--- config.mk ---
export PLATFORM = sky130hd
export DESIGN_NAME = mul_sign_hilo
export DESIGN_NICKNAME = d
export VERILOG_FILES = /design/src/rtl/mul_sign_hilo_pkg.sv /design/src/rtl/cond_negate_32.sv /design/src/rtl/mul_sign_hilo.sv
export SDC_FILE = /design/constraint.sdc
export NUM_CORES = 1
export LEC_CHECK = 0
export CAP_MARGIN = 20
export CORE_MARGIN = 8
export CORE_UTILIZATION = 54
export DETAILED_ROUTE_END_ITERATION = 12
export PLACE_DENSITY = 0.87
export RECOVER_POWER = 50
export SLEW_MARGIN = 20
export SYNTH_ARGS = -nofsm -noshare
export SYNTH_HDL_FRONTEND = slang
export SYNTH_HIERARCHICAL = 1
export SYNTH_SLANG_ARGS = --single-unit
--- constraint.sdc ---
create_clock -name clk -period 19.7 [get_ports clk]
set_input_delay 3.94 -clock clk [delete_from_list [all_inputs] [get_ports clk]]
set_output_delay 3.94 -clock clk [all_outputs]
set_load 0.005 [all_outputs]
--- src/rtl/mul_sign_hilo_pkg.sv ---
// mul_sign_hilo_pkg: shared state encoding, width default and HI/LO half selects
package mul_sign_hilo_pkg;
  localparam int WIDTH_DEF = 32;
  localparam logic SEL_LO = 1'b0;
  localparam logic SEL_HI = 1'b1;
  typedef enum logic [2:0] {
    IDLE   = 3'd0,
    WAIT   = 3'd1,
    FIX_LO = 3'd2,
    FIX_HI = 3'd3,
    WB     = 3'd4
  } state_t;
endpackage

--- src/rtl/cond_negate_32.sv ---
// cond_negate_32: y = ~x + cin with carry-out
module cond_negate_32 #(
  parameter int W = 32
) (
  input  logic [W-1:0] x,
  input  logic         cin,
  output logic [W-1:0] y,
  output logic         cout
);
  assign {cout, y} = {1'b0, ~x} + {{W{1'b0}}, cin};
endmodule

--- src/rtl/mul_sign_hilo.sv ---
// mul_sign_hilo: signed/unsigned wrapper around an unsigned multiplier with HI/LO result registers
module mul_sign_hilo
  import mul_sign_hilo_pkg::*;
#(
  parameter int WIDTH = WIDTH_DEF
) (
  input  logic               clk,
  input  logic               rst,
  input  logic               start,
  input  logic               is_signed,
  input  logic [WIDTH-1:0]   A,
  input  logic [WIDTH-1:0]   B,
  output logic [WIDTH-1:0]   mag_a,
  output logic [WIDTH-1:0]   mag_b,
  input  logic               prod_valid,
  input  logic [2*WIDTH-1:0] prod,
  input  logic               mthi,
  input  logic               mtlo,
  input  logic [WIDTH-1:0]   wdata,
  output logic [WIDTH-1:0]   hi,
  output logic [WIDTH-1:0]   lo,
  output logic               busy,
  output logic               done
);
  state_t state, state_nx;
  logic neg, carry, sa, sb, fcin, fc, wr_ok, unused_ca, unused_cb;
  logic [1:0][WIDTH-1:0] tmp;
  logic [WIDTH-1:0] na, nb, fx, fy;
  assign sa = is_signed & A[WIDTH-1];
  assign sb = is_signed & B[WIDTH-1];
  assign wr_ok = !busy && state != WB;
  // one negator serves both fix-up passes: LO adds 1, HI adds the LO carry
  assign fx = state == FIX_HI ? tmp[SEL_HI] : tmp[SEL_LO];
  assign fcin = state == FIX_HI ? carry : 1'b1;
  cond_negate_32 #(.W(WIDTH)) u_neg_a (.x(A), .cin(1'b1), .y(na), .cout(unused_ca));
  cond_negate_32 #(.W(WIDTH)) u_neg_b (.x(B), .cin(1'b1), .y(nb), .cout(unused_cb));
  cond_negate_32 #(.W(WIDTH)) u_fix (.x(fx), .cin(fcin), .y(fy), .cout(fc));
  always_comb begin
    state_nx = state;
    unique case (state)
      IDLE:    state_nx = start ? WAIT : IDLE;
      WAIT:    state_nx = prod_valid ? (neg ? FIX_LO : WB) : WAIT;
      FIX_LO:  state_nx = FIX_HI;
      FIX_HI:  state_nx = WB;
      default: state_nx = IDLE;
    endcase
  end
  always_ff @(posedge clk or posedge rst) begin
    if (rst) state <= IDLE;
    else     state <= state_nx;
  end
  always_ff @(posedge clk or posedge rst) begin
    if (rst) begin
      hi    <= '0;
      lo    <= '0;
      mag_a <= '0;
      mag_b <= '0;
      busy  <= 1'b0;
      done  <= 1'b0;
      neg   <= 1'b0;
      carry <= 1'b0;
      tmp   <= '0;
    end else begin
      done <= state == WB;
      if (state == IDLE && start) begin
        mag_a <= sa ? na : A;
        mag_b <= sb ? nb : B;
        neg   <= is_signed & (A[WIDTH-1] ^ B[WIDTH-1]);
        busy  <= 1'b1;
      end
      if (state == WAIT && prod_valid) tmp <= prod;
      if (state == FIX_LO) begin
        tmp[SEL_LO] <= fy;
        carry       <= fc;
      end
      if (state == FIX_HI) tmp[SEL_HI] <= fy;
      if (state == WB) begin
        hi   <= tmp[SEL_HI];
        lo   <= tmp[SEL_LO];
        busy <= 1'b0;
      end else begin
        if (wr_ok && mthi) hi <= wdata;
        if (wr_ok && mtlo) lo <= wdata;
      end
    end
  end
endmodule

## Word level (Yosys, flattened, before mapping)

Index checks and enable logic that the tools add are counted.

- Input port bits: 167
- Word-level logic and storage cells: 55
- Output and inout bits: 130
- Register bits after elaboration: 199

- Reduce and logical (&&, ||, !) cells: 12
- Mux-type cells: 17
- Bitwise operators: 7
- Add/subtract/negate cells: 3
- Equality and inequality tests: 5

Operators by type and width:

| cell | number |
|---|---|
| 32-bit 2-to-1 mux | 9 |
| 32-bit NOT | 3 |
| 32-bit by 1-bit adder with 32-bit output, second input constant | 2 |
| 64-bit 2-to-1 mux | 1 |
| 32-bit by 1-bit adder with 33-bit output | 1 |
| 3-bit case mux with 4 select lines | 1 |
| 2-bit nonzero test | 5 |
| 3-bit by 2-bit equality test with 1-bit output, second input constant | 2 |
| 3-bit 2-to-1 mux | 2 |
| 1-bit logical AND | 5 |
| 1-bit 2-to-1 mux | 4 |
| 1-bit bitwise AND | 3 |
| 3-bit by 1-bit equality test with 1-bit output, second input constant | 1 |
| 3-bit equality test, second input constant | 1 |
| 3-bit zero test | 1 |
| 3-bit != test, second input constant | 1 |
| 1-bit zero test | 1 |
| 1-bit bitwise XOR | 1 |

## Logic depth before layout (Yosys ltp)

Gate-level depths: netlist of run 1.

- Word-level depth: 5
- Gate-level depth with buffers: 12

## Hierarchy

The synthesis of run 1 kept the hierarchy.

By module, submodules not included:

| module | sequential area each (sq um) | area an instance (sq um) | times used | cells an instance |
|---|---|---|---|---|
| mul_sign_hilo | 4,979.8 | 9,456.6 | 1 | 903 |
| cond_negate_32 at u_fix ... | 0.0 | 663.1 | 2 | 89 |
| cond_negate_32 at u_neg_a | 0.0 | 745.7 | 1 | 93 |

## Worst setup path before layout of run 1

OpenSTA, ideal clock, no wires.

- Kind: input-to-reg
- Start point: in B[18]
- End point: reg mag_b[25]
- Setup slack: 14.055 ns
- Stages on the path: 6
- Arrival time: 5.568 ns
- Data required time: 19.623 ns
- Cell sequence: or4_4 > or4_4 > nor4_4 > xnor2_1 > mux2i_1 > a21oi_1

- Cells in the longest elaborated chain, start to end: 3

RTL lines:

| element | line | RTL |
|---|---|---|
| from (decl) | mul_sign_hilo.sv:12 | `input logic [WIDTH-1:0] B,` |
| 32-bit NOT | cond_negate_32.sv:10 | `assign {cout, y} = {1'b0, ~x} + {{W{1'b0}}, cin};` |
| 32-bit by 1-bit adder with 32-bit output | cond_negate_32.sv:10 |  |
| net nb[25] | mul_sign_hilo.sv:28 | `logic [WIDTH-1:0] na, nb, fx, fy;` |
| 32-bit 2-to-1 mux | mul_sign_hilo.sv:67 | `mag_b <= sb ? nb : B;` |
| to (signal assigned) | mul_sign_hilo.sv:67 |  |
| to (decl) | mul_sign_hilo.sv:14 | `output logic [WIDTH-1:0] mag_b,` |

The timed path passes the listed nets, and every way through them passes these cells.
A chain may end at the register's enable or synchronous reset.

==> results of run 1 <==
cell type report:
| cell class | count | share of cell area, % |
|---|---|---|
| multi-input cells | 900 | 40.7 |
| flip-flops and latches | 199 | 32.9 |
| repair buffers | 308 | 20.0 |
| clock buffers | 17 | 2.81 |
| well taps | 275 | 2.27 |
| clock inverters | 15 | 1.07 |
| inverters | 9 | 0.231 |
| diodes | 3 | 0.0496 |
state kept, by name, indices dropped and copies added (netlist names):
signal,flops
mag_b,32
tmp,64
done,1
carry,1
lo,32
busy,1
hi,32
neg,1
state,3
mag_a,32
placed cells by master, fill, tap and decap left out, types with 3 or more instances in the layout:
cell	count
buf_4	7
nand3_1	7
nor4_1	9
nor2_1	215
dlygate4sd3_1	72
conb_1	4
or3_1	12
o21ai_0	5
mux2_2	32
diode_2	3
and2_1	4
xnor2_1	62
nand3b_1	4
a21oi_1	192
clkinv_8	4
nor2b_1	7
nand2b_1	6
clkbuf_1	5
nor4b_1	4
or2_2	4
nor3_1	36
nor4_2	11
mux2i_1	190
inv_1	8
nand4_1	13
nor3b_1	5
nand2_1	13
xor2_1	28
dfrtp_1	199
nor4_4	4
clkdlybuf4s50_1	224
clkbuf_16	17
inv_6	5
or4_4	5
ha_1	6
metrics by stage:
step                      instances  setup WS [ns]  total power [mW]
after global placement         1691          13.31              1.70
after CTS                      1723          13.68              2.09
after global routing           1725          10.12              2.20
after detailed placement       1691          13.22              1.74
final                          1726          11.23              2.05
after floorplan                1175          10.33              1.29
worst min-delay path by stage:
stage / start / to / slack, ns / cells after the start
global placement: neg / state[2] / 0.44 / 1
finish: neg / state[2] / 0.46 / 1
detailed placement: neg / state[2] / 0.45 / 1
CTS: neg / state[2] / 0.46 / 1
global route: neg / state[2] / 0.48 / 1
floorplan: neg / state[2] / 0.44 / 1
routing by layer:
| layer | part of all wire [%] | track usage [%] | routed length, um | up-vias |
|---|---|---|---|---|
| li1 | - | - | - | 4658 |
| met1 | 40 | 29.0 | 13100 | 4708 |
| met2 | 49 | 42.4 | 16000 | 353 |
| met3 | 9.2 | 8.18 | 3020 | 40 |
| met4 | 1.9 | 7.58 | 622 | 4 |
| met5 | 0.082 | 0 | 27 | - |
power by group through the flow:
stage | registers, mW | clock network, mW | logic [mW]
2_1_floorplan | 0.738 | 0 | 0.554
3_3_place_gp | 0.743 | 0 | 0.954
3_5_place_dp | 0.752 | 0 | 0.984
4_1_cts | 0.749 | 0.350 | 0.993
5_1_grt | 0.770 | 0.367 | 1.06
6_report | 0.746 | 0.342 | 0.965
==> reports/metrics.csv, run 1 <==
stage;metric;value;unit
setup_path;r2r setup slk;14.90;ns
power_and_ir_drop;Sw Pwr;763;uW
setup_path;Buf+Inv Stages, Crit Path;2;
setup_path;critical path launch point;rst;
global_routing;gr ovfl total;0;
run_status;status;complete, but fails checks;
sta;Final Max Slew Viols;401;
clocking;CTS resizes;0;
setup_path;worst r2r src;state[2];
clocking;CTS H-Tree Depth;4;
drt;WL/cell;19.0;um
power_and_ir_drop;Power Dens Cells;136;nW/um^2
clocking;Post-CTS Setup Bufs;0;
clocking;Root Buffer Master;clkbuf_16;
sta;Slew headroom;-302;%
global_routing;first-pass GRT wire length;52.5;mm
power_and_ir_drop;Sw Share;37.2;%
run_status;violated checks;max-capacitance violations, max-slew violations;
flow_run;Max Cap Viol;7;
floorplan;die width;162;um
yosys;Cells after Synth;1172;
final_layout;Nets;1608;
drt;final WL;32.8;mm
setup_path;reg-to-reg endpoint;lo[30];
power_and_ir_drop;clock power share;16.7;%
sta;Worst Max-Slew Pin Slew;5.99;ns
floorplan;Core Area;21000;sq um
sta;Worst Clk Skew;0.0162;ns
power_and_ir_drop;leakage power total;5.91;nW
drt;Vias/cell;5.66;
floorplan;# rows;53;
floorplan;Starting Density;54.9;%
power_and_ir_drop;internal power;1.29;mW
final_layout;Final Cell Area;15100;sq um
power_and_ir_drop;Seq pwr share;36.3;%
clocking;Num CTS Buffers;17;
drt;DR vias;9763;
global_routing;overall routing resource usage;24.8;%
setup_path;Crit path largest cell delay;3.30;ns
setup_path;Startpoint Class;input port;
final_layout;Area growth syn-to-layout;31.6;%
sta;worst hold margin;0.463;ns
clocking;hold_buf cts;0;
setup_path;Crit. End Element;async pin;
placement;HPWL after DPL;24.1;mm
drt;1st-iter DRT viols;597;
setup_path;WP depth;2;
sta;Setup-failing EPs final;0;
floorplan;IO Count;297;
global_routing;initial antenna violation count;4;
yosys;syn_area_per_cell;9.82;sq um
placement;Placement Cell Area;14600;sq um
final_layout;fillers;1537;
clocking;clock sink count;199;
drt;TritonRoute pass-1 iters;5;
clocking;Worst-path clk slew;0.07;ns
sta;highest clock rate;0.118;GHz
setup_path;worst-path maximum fanout;133;
drt;Detail Route Antenna Nets;0;
setup_path;CP required;19.14;ns
clocking;CTS tree;yes;
sta;setup_tns;0;ns
sta;min Tclk post-route;8.47;ns
final_layout;fin util;72.3;%
setup_path;reg2reg path depth;4;
yosys;post-synthesis cell area;11500;sq um
setup_path;Critical Setup Path Class;input port to async pin;
power_and_ir_drop;Peak VDD IR;0.0000746;V
global_routing;largest net degree at the start of global routing;134;
drt;# DRC;0;
setup_path;delay-heaviest family, CP;buffers and inverters;
clocking;Clock Latency Late Sink;0.43;ns
clocking;worst-case clock buffer depth;2;
setup_path;worst setup path endpoint;lo[25];
power_and_ir_drop;power share of the combinational group;47.0;%
placement;Port Buffers;296;
final_layout;layout cells sized above 1;7.25;%
sta;RSZ-0062 raised after global routing;false;
placement;RePlAce Congestion;0.878;
sta;final hold vios;0;
setup_path;crit path DAT;7.92;ns
floorplan;DIE AREA;26300;sq um
final_layout;Multi-input gate area;6160;sq um
sta;period utilization;43.0;%
final_layout;FF+latch area;4980;sq um
hold_path;worst hold path class;register to register;
floorplan;Die Y;162;um
global_routing;vias in the first global route;10000;
yosys;Ys Warns;6;
setup_path;Crit-path slowest cell;clkinvlp_2;
setup_path;crit path cell chain;dlygate4sd3_1 -> clkinvlp_2;
(Power assumes the default switching activity.)
==> run 2, diff against run 1 <==
Settings changed: CORE_UTILIZATION 54 to 50, PLACE_DENSITY 0.87 to 0.82.
Clock period 19.7 ns to 8.3 ns, I/O delays scaled along.
==> reports/metrics.csv, run 2 (synthesis results as in run 1) <==
stage;metric;value;unit
setup_path;critical path launch point;mthi;
global_routing;first-pass GRT wire length;52.3;mm
sta;final hold vios;0;
power_and_ir_drop;leakage power total;5.92;nW
clocking;Worst-path clk slew;0.08;ns
floorplan;Die Y;168;um
sta;Slew headroom;-137;%
clocking;hold_buf cts;0;
setup_path;CP required;8.45;ns
setup_path;Startpoint Class;input port;
setup_path;Crit-path slowest cell;clkbuf_1;
final_layout;Largest register FFs;64;
floorplan;Core Area;22600;sq um
drt;1st-iter DRT viols;537;
sta;Worst Max-Slew Pin Slew;3.55;ns
power_and_ir_drop;Sw Share;37.3;%
floorplan;# rows;55;
global_routing;overall routing resource usage;22.9;%
run_status;violated checks;max-capacitance violations, max-slew violations;
drt;WL/cell;18.8;um
floorplan;Starting Density;50.9;%
sta;min Tclk post-route;4.83;ns
power_and_ir_drop;Power Dens Cells;320;nW/um^2
setup_path;Critical Setup Path Class;input port to register;
clocking;Num CTS Buffers;17;
clocking;Root Buffer Master;clkbuf_16;
final_layout;largest register by flop count;tmp;
sta;Final Max Slew Viols;151;
clocking;worst-case clock buffer depth;2;
global_routing;initial antenna violation count;4;
placement;RePlAce Congestion;0.871;
drt;# DRC;0;
final_layout;Multi-input gate area;6190;sq um
final_layout;layout cells sized above 1;7.60;%
sta;Worst Clk Skew;0.0216;ns
hold_path;worst hold path class;register to register;
run_status;status;complete, but fails checks;
drt;DR vias;9535;
sta;highest clock rate;0.207;GHz
setup_path;worst r2r src;state[0];
clocking;CTS H-Tree Depth;4;
final_layout;commonest non-fill, non-tap cell in the layout;nor2_1;
setup_path;crit path cell chain;dlygate4sd3_1 -> nor2b_1 -> clkbuf_1 -> mux2i_1 -> a21oi_1;
flow_run;Max Cap Viol;3;
power_and_ir_drop;clock power share;17.7;%
global_routing;largest net degree at the start of global routing;122;
global_routing;gr ovfl total;0;
setup_path;Crit path largest cell delay;1.80;ns
clocking;clock sink count;199;
power_and_ir_drop;Peak VDD IR;0.000188;V
sta;Setup-failing EPs final;0;
clocking;CTS resizes;0;
placement;HPWL after DPL;23.8;mm
clocking;CTS tree;yes;
setup_path;reg2reg path depth;4;
drt;Detail Route Antenna Nets;0;
final_layout;commonest cells after routing, fill and taps aside;215 x nor2_1, 199 x dfrtp_1, 192 x a21oi_1, 190 x mux2i_1, 180 x clkdlybuf4s50_1;
setup_path;reg-to-reg endpoint;hi[31];
drt;TritonRoute pass-1 iters;5;
power_and_ir_drop;power share of the combinational group;46.0;%
sta;setup_tns;0;ns
final_layout;FF+latch area;4980;sq um
final_layout;Nets;1607;
clocking;Post-CTS Setup Bufs;0;
final_layout;fillers;1798;
floorplan;DIE AREA;28100;sq um
floorplan;die width;168;um
sta;RSZ-0062 raised after global routing;false;
drt;Vias/cell;5.50;
clocking;Clock Latency Late Sink;0.44;ns
power_and_ir_drop;internal power;3.05;mW
placement;Port Buffers;296;
sta;worst hold margin;0.461;ns
setup_path;worst-path maximum fanout;28;
power_and_ir_drop;Sw Pwr;1.82;mW
setup_path;crit path DAT;4.98;ns
drt;final WL;32.6;mm
setup_path;r2r setup slk;3.58;ns
global_routing;vias in the first global route;9935;
floorplan;IO Count;297;
power_and_ir_drop;Seq pwr share;36.3;%
final_layout;Area growth syn-to-layout;32.3;%
sta;period utilization;58.2;%
setup_path;Crit. End Element;register;
setup_path;worst setup path endpoint;hi[8];
run 2: changes by cell type in the layout (fill, tap and decap cells not counted), sizes merged:
cell | before | now
clkbuf | 22 | 19
bufinv | 0 | 1
diode | 3 | 2
clkdlybuf4s50 | 224 | 180
dlygate4sd3 | 72 | 116
buf | 7 | 9
clkinv | 7 | 3
inv | 15 | 16
clkinvlp | 2 | 4
run 2: power by group through the flow:
stage          registers, mW  clock network [mW]  logic, mW
2_1_floorplan           1.75                   0       1.31
3_3_place_gp            1.77                   0       2.27
3_5_place_dp            1.79                   0       2.33
4_1_cts                 1.78               0.877       2.35
5_1_grt                 1.83               0.907       2.49
6_report                1.77               0.861       2.24
run 2: critical path: cells and delay by family:
family          cells  cell delay [ns]
compound gates      1             0.11
buf+inv             2             2.32
mux                 1             0.35
simple gates        1             0.53
run 2: worst min-delay path by stage:
stage / slack [ns] / endpoint / start / cells after the start
finish: 0.46 / state[2] / neg / 1
global route: 0.51 / state[2] / neg / 1
CTS: 0.46 / state[2] / neg / 1
detailed placement: 0.46 / state[2] / neg / 1
global placement: 0.44 / state[2] / neg / 1
floorplan: 0.44 / state[2] / neg / 1
run 2: per-layer routing:
layer | vias up | GRT usage [%] | wire length, um
li1 | 4652 | - | -
met1 | 4575 | 27.0 | 13500
met2 | 268 | 38.0 | 15400
met3 | 36 | 9.15 | 2990
met4 | 4 | 6.64 | 652
met5 | - | 0 | 25
run 2: cell type report:
cell class              instances  area share, %
clock buffers                  17           2.79
clock inverters                15           1.18
flip-flops and latches        199           32.7
inverters                       9          0.271
diodes                          2         0.0329
multi-input cells             900           40.6
well taps                     285           2.34
repair buffers                307           20.1
run 2: through the flow:
stage	util, %	worst slack [ns]	power [mW]	cell area (sq um)	cells
after global routing	67.3	2.97	5.23	15200	1734
after floorplan	-	1.21	3.07	11500	1175
final	67.3	3.47	4.87	15200	1734
after detailed placement	64.7	4.18	4.13	14600	1700
after global placement	64.7	4.22	4.04	14600	1700
after CTS	67.3	4.45	5.01	15200	1732
